### src/rtl/bus_arb2.sv
// Two-master round-robin arbiter for the peripheral bus. An ID FIFO remembers
// which master issued each outstanding read so in-order responses route back.
module bus_arb2 #(
    parameter int RD_DEPTH = 4
) (
    input  logic        clk_i,
    input  logic        rst_i,

    input  logic        m0_bus_req,
    input  logic        m0_bus_we,
    input  logic [31:0] m0_bus_addr,
    input  logic [3:0]  m0_bus_be,
    input  logic [31:0] m0_bus_wdata,
    output logic        m0_bus_ack,
    output logic        m0_bus_resp,
    output logic [31:0] m0_bus_rdata,

    input  logic        m1_bus_req,
    input  logic        m1_bus_we,
    input  logic [31:0] m1_bus_addr,
    input  logic [3:0]  m1_bus_be,
    input  logic [31:0] m1_bus_wdata,
    output logic        m1_bus_ack,
    output logic        m1_bus_resp,
    output logic [31:0] m1_bus_rdata,

    output logic        s_bus_req,
    output logic        s_bus_we,
    output logic [31:0] s_bus_addr,
    output logic [3:0]  s_bus_be,
    output logic [31:0] s_bus_wdata,
    input  logic        s_bus_ack,
    input  logic        s_bus_resp,
    input  logic [31:0] s_bus_rdata,

    output logic        orphan_resp_o
);

    localparam int PW = $clog2(RD_DEPTH);
    localparam logic [PW:0] FULL_COUNT = (PW+1)'(RD_DEPTH);

    logic [PW:0]   count;
    logic [PW-1:0] wr_ptr;
    logic [PW-1:0] rd_ptr;
    logic          id_mem [RD_DEPTH];
    logic          last_grant;

    logic fifo_full;
    logic fifo_empty;
    logic elig0;
    logic elig1;
    logic grant_valid;
    logic grant_id;
    logic push;
    logic pop;
    logic head_id;

    assign fifo_full  = (count == FULL_COUNT);
    assign fifo_empty = (count == '0);

    // A full ID FIFO only holds back reads; writes always stay eligible.
    assign elig0 = m0_bus_req && (m0_bus_we || !fifo_full);
    assign elig1 = m1_bus_req && (m1_bus_we || !fifo_full);

    assign grant_valid = elig0 || elig1;
    assign grant_id    = (elig0 && elig1) ? ~last_grant : elig1;

    always_comb begin
        s_bus_req   = grant_valid;
        s_bus_we    = 1'b0;
        s_bus_addr  = '0;
        s_bus_be    = '0;
        s_bus_wdata = '0;
        if (grant_valid) begin
            if (grant_id) begin
                s_bus_we    = m1_bus_we;
                s_bus_addr  = m1_bus_addr;
                s_bus_be    = m1_bus_be;
                s_bus_wdata = m1_bus_wdata;
            end else begin
                s_bus_we    = m0_bus_we;
                s_bus_addr  = m0_bus_addr;
                s_bus_be    = m0_bus_be;
                s_bus_wdata = m0_bus_wdata;
            end
        end
    end

    assign m0_bus_ack = s_bus_ack && s_bus_req && !grant_id;
    assign m1_bus_ack = s_bus_ack && s_bus_req &&  grant_id;

    assign push    = s_bus_req && s_bus_ack && !s_bus_we;
    assign pop     = s_bus_resp && !fifo_empty && rst_i;
    assign head_id = id_mem[rd_ptr];

    // While reset is held every response is treated as an orphan.
    assign m0_bus_resp   = pop && !head_id;
    assign m1_bus_resp   = pop &&  head_id;
    assign orphan_resp_o = s_bus_resp && (fifo_empty || !rst_i);

    assign m0_bus_rdata = s_bus_rdata;
    assign m1_bus_rdata = s_bus_rdata;

    always_ff @(posedge clk_i) begin
        if (!rst_i) begin
            count      <= '0;
            wr_ptr     <= '0;
            rd_ptr     <= '0;
            last_grant <= 1'b1;
        end else begin
            if (s_bus_req && s_bus_ack)
                last_grant <= grant_id;
            if (push)
                wr_ptr <= wr_ptr + 1'b1;
            if (pop)
                rd_ptr <= rd_ptr + 1'b1;
            case ({push, pop})
                2'b10:   count <= count + 1'b1;
                2'b01:   count <= count - 1'b1;
                default: count <= count;
            endcase
        end
    end

    // ID storage needs no reset; the pointers decide which entries are live.
    always_ff @(posedge clk_i) begin
        if (rst_i && push)
            id_mem[wr_ptr] <= grant_id;
    end

endmodule

### config.mk
export PLATFORM = sky130hd
export DESIGN_NAME = bus_arb2
export DESIGN_NICKNAME = d
export VERILOG_FILES = /design/src/rtl/bus_arb2.sv
export SDC_FILE = /design/constraint.sdc
export NUM_CORES = 1
export LEC_CHECK = 0
export ABC_AREA = 1
export BUFFER_PORTS_ARGS = -buffer_cell sky130_fd_sc_hd__buf_2
export CORE_AREA = 4 4 119 121
export CTS_CLUSTER_DIAMETER = 40
export DETAILED_ROUTE_END_ITERATION = 10
export DIE_AREA = 0 0 123 125
export PLACE_DENSITY = 0.54
export SLEW_MARGIN = 20
export SYNTH_ARGS = -nofsm -noshare
export SYNTH_HDL_FRONTEND = slang
export SYNTH_SLANG_ARGS = --single-unit
### constraint.sdc
create_clock -name clk_i -period 2.5 [get_ports clk_i]
set_clock_uncertainty 0.15 [all_clocks]
set_input_delay 0.25 -clock clk_i [delete_from_list [all_inputs] [get_ports clk_i]]
set_output_delay 0.25 -clock clk_i [all_outputs]
set_load 0.05 [all_outputs]
-- Yosys cells after proc, flatten, opt, wreduce, memory -nomap -nowiden
Memories as Yosys holds them, arrays and structs flattened. A register that Yosys moved wholly into a read port is not among the register bits.
Cells that the tools add are included.
- memories kept: 1
- output and inout port bits: 139
- bits of input ports: 176
- bits in writable memories: 4
- logic and storage cells: 52
- register bits after elaboration: 8
- memory list (memory ; depth ; width ; read ports ; clocked after memory_dff ; wr ports ; RTL line ; text):
    id_mem ; 4 ; 1 ; 1 ; 1 ; 1 ; 45 ; logic id_mem [RD_DEPTH];
- equality and inequality tests: 3
- mux-type cells: 14
- reduce and logical (&&, ||, !) cells: 25
- add/subtract/negate cells: 4
- bitwise operators: 1
- operator list (kind ; number):
    2-to-1 mux 32 bit ; 4
    logical AND 1 bit ; 13
    2-to-1 mux 4 bit ; 2
    logical NOT 1 bit ; 6
    one-hot mux 3 bit (2 select lines) ; 1
    2-to-1 mux 1 bit ; 5
    adder 2 x 1 -> 2 bit, second input constant ; 2
    logical OR 1 bit ; 4
    2-to-1 mux 2 bit ; 2
    adder 3 x 1 -> 3 bit, second input constant ; 1
    equality test 3 bit, second input constant ; 1
    logical NOT 3 bit ; 1
    subtractor 3 x 1 -> 3 bit, second input constant ; 1
    equality test 2 x 1 -> 1 bit, second input constant ; 1
    equality test 2 bit, second input constant ; 1
    nonzero test 2 bit ; 1
    NOT 1 bit ; 1

-- Depth between registers and ports, before layout
Gate-level depths: netlist of run 1.
- depth after elaboration: 13
- mapped depth: 15
- mapped depth without buffers: 15

-- Worst setup path after synthesis of run 1
No wires, ideal clock.
- path kind: register -> register
- from: reg count[0]
- to: reg count[2]
- arrival: 1.957 ns
- period minus slack after synthesis: 2.229 ns
- cell stages (with the launch flop): 15
- slack: 0.271 ns
- data required time: 2.228 ns
- path buffers: 0
- setup time: 0.122 ns
- cells stage by stage: dfxtp_1 -> nor2_4 -> nand3_2 -> nand2_4 -> inv_2 -> nand3_1 -> nand3_4 -> nand2_1 -> ha_1 -> inv_1 -> fa_1 -> a21oi_1 -> o21ai_0 -> o21ai_0 -> a21oi_1
- longest elaborated chain between the ends: 12
- elaborated cells on any way between the ends: 24
- classes of those cells: 2 x add/sub; 3 x eq/ne; 4 x mux; 15 x reduce/logical
- ends and longest elaborated chain (item ; RTL line ; text):
    from (decl) ; 42 ; logic [PW:0] count;
    from (signal assigned) ; 118 ; 2'b10: count <= count + 1'b1;
    from (signal assigned) ; 119 ; 2'b01: count <= count - 1'b1;
    from (signal assigned) ; 120 ; default: count <= count;
    equality test 3 bit ; 58 ; assign fifo_full = (count == FULL_COUNT);
    logical NOT 1 bit ; 62, 63 ;
    logical OR 1 bit, on equally long branches ; 62, 63 ;
    logical AND 1 bit, on equally long branches ; 62, 63 ;
    logical AND 1 bit ; 66 ; assign grant_id = (elig0 && elig1) ? ~last_grant : elig1;
    2-to-1 mux 1 bit ; 66 ;
    2-to-1 mux 1 bit ; 75 ; if (grant_id) begin
    2-to-1 mux 1 bit ; 74 ; if (grant_valid) begin
    logical NOT 1 bit ; 92 ; assign push = s_bus_req && s_bus_ack && !s_bus_we;
    logical AND 1 bit ; 92 ;
    equality test 2 x 1 -> 1 bit / equality test 2 bit (equally long branches) ; 117 ; case ({push, pop})
    one-hot mux 3 bit (2 select lines) / nonzero test 2 bit (equally long branches) ; n/a ;
Parallel ways exist; a longest one is shown, timed or not.
A chain may end at the register's enable or synchronous reset.

-- Worst setup path after layout of run 1
- from: reg count[0]
- to: out s_bus_wdata[3]
- longest elaborated chain between the ends: 8
- elaborated cells on any way between the ends: 11
- classes of those cells: 1 x eq/ne; 3 x mux; 7 x reduce/logical
- ends and longest elaborated chain (item ; RTL line ; text):
    equality test 3 bit * ; 58 ;
    logical NOT 1 bit * ; 62, 63 ;
    logical OR 1 bit, on equally long branches ; 62, 63 ;
    logical AND 1 bit, on equally long branches ; 62, 63 ;
    logical AND 1 bit ; 66 ;
    2-to-1 mux 1 bit ; 66 ;
    2-to-1 mux 32 bit ; 75 ;
    2-to-1 mux 32 bit * ; 74 ;
    to (decl) ; 31 ; output logic [31:0] s_bus_wdata,
Every way passes the cells marked *; elsewhere a longest branch is shown, timed or not.

==> results of run 1 <==
==> cells in the final DEF (no fill, tap or decap) <==
cell type	Yosys	layout
edfxtp_1	4	4
nand3_1	4	4
o21a_1	1	1
dfxtp_1	10	10
fa_1	1	1
nand2_4	3	3
nand2_1	8	8
clkinv_1	0	1
a32oi_1	1	1
o21ai_0	70	70
a21oi_1	11	11
nor2_1	149	149
a21boi_0	1	1
nand3_4	2	2
a21oi_4	1	1
nand3_2	3	3
inv_1	21	21
buf_4	68	6
inv_2	4	4
ha_1	5	5
buf_12	0	2
nor2_4	1	1
o21ai_1	2	2
clkbuf_16	0	3
nand2_2	2	2
buf_2	12	218
==> power groups by stage <==
stage | Sequential [mW] | Clock, mW | Combinational [mW]
final | 0.260 | 0.300 | 1.07
after CTS | 0.260 | 0.308 | 1.08
after detailed placement | 0.265 | 0 | 1.08
after global routing | 0.262 | 0.319 | 1.15
after global placement | 0.265 | 0 | 1.08
after floorplan | 0.262 | 0 | 1.05
==> logic make-up after synthesis <==
| kind of cell | after synthesis | share of synthesized area [%] |
|---|---|---|
| flip-flops | 14 | 14.0 |
| buffers and inverters | 111 | 30.4 |
| AO/OA/AOI/OAI | 87 | 19.9 |
| AND/OR/NAND/NOR | 172 | 32.0 |
| adder cells (fa/ha/maj) | 6 | 3.61 |
==> area by class of cell <==
class | instances | area share, %
well taps | 176 | 6.97
inverters | 25 | 2.97
clock buffers | 3 | 2.38
flip-flops and latches | 14 | 10.1
clock inverters | 1 | 0.119
multi-input cells | 265 | 40.2
repair buffers | 226 | 37.2
==> worst max-delay path, stage by stage (launching register included) <==
cell and delay [ps]:
dfxtp_1 330, nor2_4 140, nand3_2 90, nand2_4 100
inv_2 50, nand2_4 80, buf_4 300, o21ai_0 120
nor2_1 160, buf_2 290
==> routing by layer <==
layer	vias up	track usage, %	wire length (um)
li1	1453	-	-
met1	1143	11.7	3440
met2	170	18.8	4370
met3	30	3.12	1080
met4	2	3.06	245
met5	-	0	7
==> path summary, 6_finish.rpt <==
| check | start | end |
|---|---|---|
| min reg2reg | rd_ptr[0] | flop |
| max | count[0] | s_bus_wdata[3] |
| max reg2reg | count[0] | count[2] |
| min | rst_i | wr_ptr[1] |
==> results.cfg, run 1 <==
[clock_network]
cts_buffer_depth = 2
cts.sinks = 14
ctsResizeCount = 0
clock-root-buffer = clkbuf_16
path_clk_slew_ps = 50
numCtsBuffers = 3
cts_setup_buffers = 0
cts_hold_buf = 0
cts_max_level = 1
cts_tree = built
clk-insertion-delay-late_ps = 240

[yosys]
syn-cell-area_mm2 = 0.00228
synth_flop_cell = dfxtp_1
async_reset_ff_share_pct = 0
synth_cell_types = 25
synth_edf_count = 4
yosysTopAreaCell = nor2_1
synth.area.top_cells = nor2_1 24%, buf_4 22%, o21ai_0 15%
netlist_top_cells_count = 149 x nor2_1, 70 x o21ai_0, 68 x buf_4
synth_top_area_share_pct = 24.5
syn_inst = 390
synth_fp_nets = 572
yosysMostFrequentCell = nor2_1
synth-seq-cells = 14
synth.avg_cell_area_um2 = 5.86
yosys_warnings = 0
ys_seq_area_share_pct = 14.0

[floorplan]
die_h_um = 125
io_pins = 315
die_area_mm2 = 0.0154
core_region_area_mm2 = 0.0131
placementRows = 42
start_util_pct = 17.5
dieWidth_um = 123

[worst_setup_path]
critical_path_required_ps = 2100
worstSetupStartpointType = flop
end_kind = primary output
worstSetupPathType = flop to primary output
rrSetupSlack_ps = 210
worst-endpoint-arrival_ps = 1940
path_max_fanout = 34
reg2regPathDepth = 14

[global_route]
grt_pass1_wl_um = 13000
grt_max_degree = 39
track_usage_pct = 10.4
grt_pass1_vias = 2622
antenna_found_initial = 1
overflow = 0

[drt]
drt_iter0_markers = 141
num_vias = 2798
drc = 0
via_per_inst = 3.94
wirelength_um = 9130
wl_per_cell_um = 12.9
postRouteAntennaNets = 0
first_pass_iters = 4

[place]
place_inst = 706
gp_congestion = 0.856
post_dp_cell_area_mm2 = 0.00308
dp_slack_ps = 200
hpwl_um = 7580
io_buffer_count = 218

[run_status]
outcome = completed

[flow_run]
maxCapViolCount = 0

[sta]
hold_ws_ps = 193
fmax_mhz = 427
period_share_pct = 93.6
rsz0062_at_grt = false
setup_slack_ps = 159
fin_tns_setup_ps = 0
maxSlewViolCount = 0
slew_headroom_pct = 77.4
setup_viol = 0
min_period_ps = 2340
worstMarginPinSlew_ps = 340
hold_viol = 0

[min_path]
whs_path_depth = 3
hold_class = input port to flop

[pwr]
intPower_mw = 0.747
power_mw = 1.63
clkPwrFrac_pct = 18.4
irDropWorstVdd_uv = 190
seqPwrFrac_pct = 15.9
power_switching_mw = 0.886
p_per_area_mw_per_mm2 = 517
p_leak_nw = 1.69
p_sw_share_pct = 54.3
combPwrFrac_pct = 65.7

[cells_and_area]
stdcell_count = 710
fill_cells = 1516
stdcell_area_mm2 = 0.00316
areaGrowthSynthToFinish_pct = 38.3
nNetsFinal = 717
regArea_um2 = 320
diodes = 0
drive_gt1_share_pct = 45.9
utilization_pct = 24.1
multi_input_area_mm2 = 0.00127
(Power assumes the default switching activity.)
==> run 2, diff against run 1 <==
Settings changed: CAP_MARGIN set to 0, RECOVER_POWER set to 50.
==> run 2 against run 1 <==
  * Critical endpoint unchanged
  * Critical path depth did not move
  * Cell count did not move
  * Clock power barely moved
  * Non-clock buffer count did not move
  * Sequential power barely moved
==> results.cfg, run 2 (same netlist as run 1, synthesis figures left out) <==
[worst_setup_path]
critical-path-slowest-cell = dfxtp_1
max_stage_delay_ps = 330
worstPathCellList = nor2_4 -> nand3_2 -> nand2_4 -> inv_2 -> nand2_4 -> buf_4 -> o21ai_0 -> nor2_1 -> buf_2
worst-endpoint-arrival_ps = 1930
worstSetupPathType = flop to primary output
worstSetupStartpointType = flop
crit_path_frequent_cell = nand2_4
path_max_fanout = 34
end_kind = primary output
critical_path_required_ps = 2100

[clock_network]
cts.sinks = 14
path_clk_slew_ps = 50
cts_hold_buf = 0
clock-root-buffer = clkbuf_16
numCtsBuffers = 3
clk-insertion-delay-late_ps = 240
cts_max_level = 1
cts_buffer_depth = 2
ctsResizeCount = 0
cts_tree = built
cts_setup_buffers = 0

[sta]
min_period_ps = 2330
rsz0062_at_grt = false
hold_ws_ps = 175
fmax_mhz = 429
setup_slack_ps = 166
worstMarginPinSlew_ps = 598
slew_headroom_pct = 60.3
hold_viol = 0
setup_viol = 0
fin_tns_setup_ps = 0
period_share_pct = 93.3
maxSlewViolCount = 0

[cells_and_area]
nNetsFinal = 717
diodes = 0
stdcell_count = 710
areaGrowthSynthToFinish_pct = 37.2
layout_common_cells = 217 x buf_2, 149 x nor2_1, 70 x o21ai_0, 21 x inv_1, 11 x a21oi_1
final_common_cell = buf_2
drive_gt1_share_pct = 44.9
fill_cells = 1518

[place]
place_inst = 706
gp_congestion = 0.856
dp_slack_ps = 200
hpwl_um = 7580
io_buffer_count = 218

[run_status]
outcome = completed

[drt]
via_per_inst = 3.94
drc = 0
postRouteAntennaNets = 0
drt_iter0_markers = 142
num_vias = 2799
wl_per_cell_um = 12.9
first_pass_iters = 4
wirelength_um = 9130

[global_route]
grt_pass1_wl_um = 13000
antenna_found_initial = 1
track_usage_pct = 10.4
grt_max_degree = 39
overflow = 0
grt_pass1_vias = 2622

[floorplan]
die_h_um = 125
die_area_mm2 = 0.0154
placementRows = 42
start_util_pct = 17.5
core_region_area_mm2 = 0.0131
dieWidth_um = 123
io_pins = 315

[flow_run]
maxCapViolCount = 0

[pwr]
irDropWorstVdd_uv = 189
power_mw = 1.63
p_leak_nw = 1.68
p_per_area_mw_per_mm2 = 519

[min_path]
hold_class = input port to flop
[run 2: per-layer routing]
layer  wire length (um)  GRT usage, %  vias to the layer above
li1                   -             -                     1453
met1               3430          11.7                     1144
met2               4370          18.8                      170
met3               1080          3.12                       30
met4                245          3.06                        2
met5                  7             0                        -
[run 2: where the power goes]
part	total (mW)	switching [mW]	internal, mW
Combinational	1.07	0.783	0.283
Sequential	0.260	0.0116	0.249
Clock	0.299	0.0884	0.211
[run 2: layout make-up]
class	count	area, um^2	share of cell area (%)
clock inverter	1	3.75	0.120
clock buffer	3	75.1	2.39
multi-input combinational	265	1250	40.0
timing repair buffer	226	1170	37.2
tap	176	220	7.02
inverter	25	93.8	2.99
sequential	14	320	10.2
[run 2: worst paths after layout]
kind	end	startpoint	depth (start not counted)	slack, ps
setup / recovery	s_bus_wdata[3]	count[0]	9	170
hold / removal	wr_ptr[1]	rst_i	3	170
setup reg to reg	count[2]	count[0]	14	210
hold reg to reg	flop	rd_ptr[0]	2	330
[run 2: stage by stage]
stage	util (%)	area, um^2
2_1_floorplan	-	2280
3_3_place_gp	23.5	3080
3_5_place_dp	23.5	3080
4_1_cts	24.1	3160
5_1_grt	24.0	3140
6_report	24.0	3140
[run 2: worst max-delay path, delay by kind of cell, from the launching register on]
kind            cells  cell delay, ps
buf+inv             3             640
flops               1             330
simple gates        5             560
compound gates      1             120
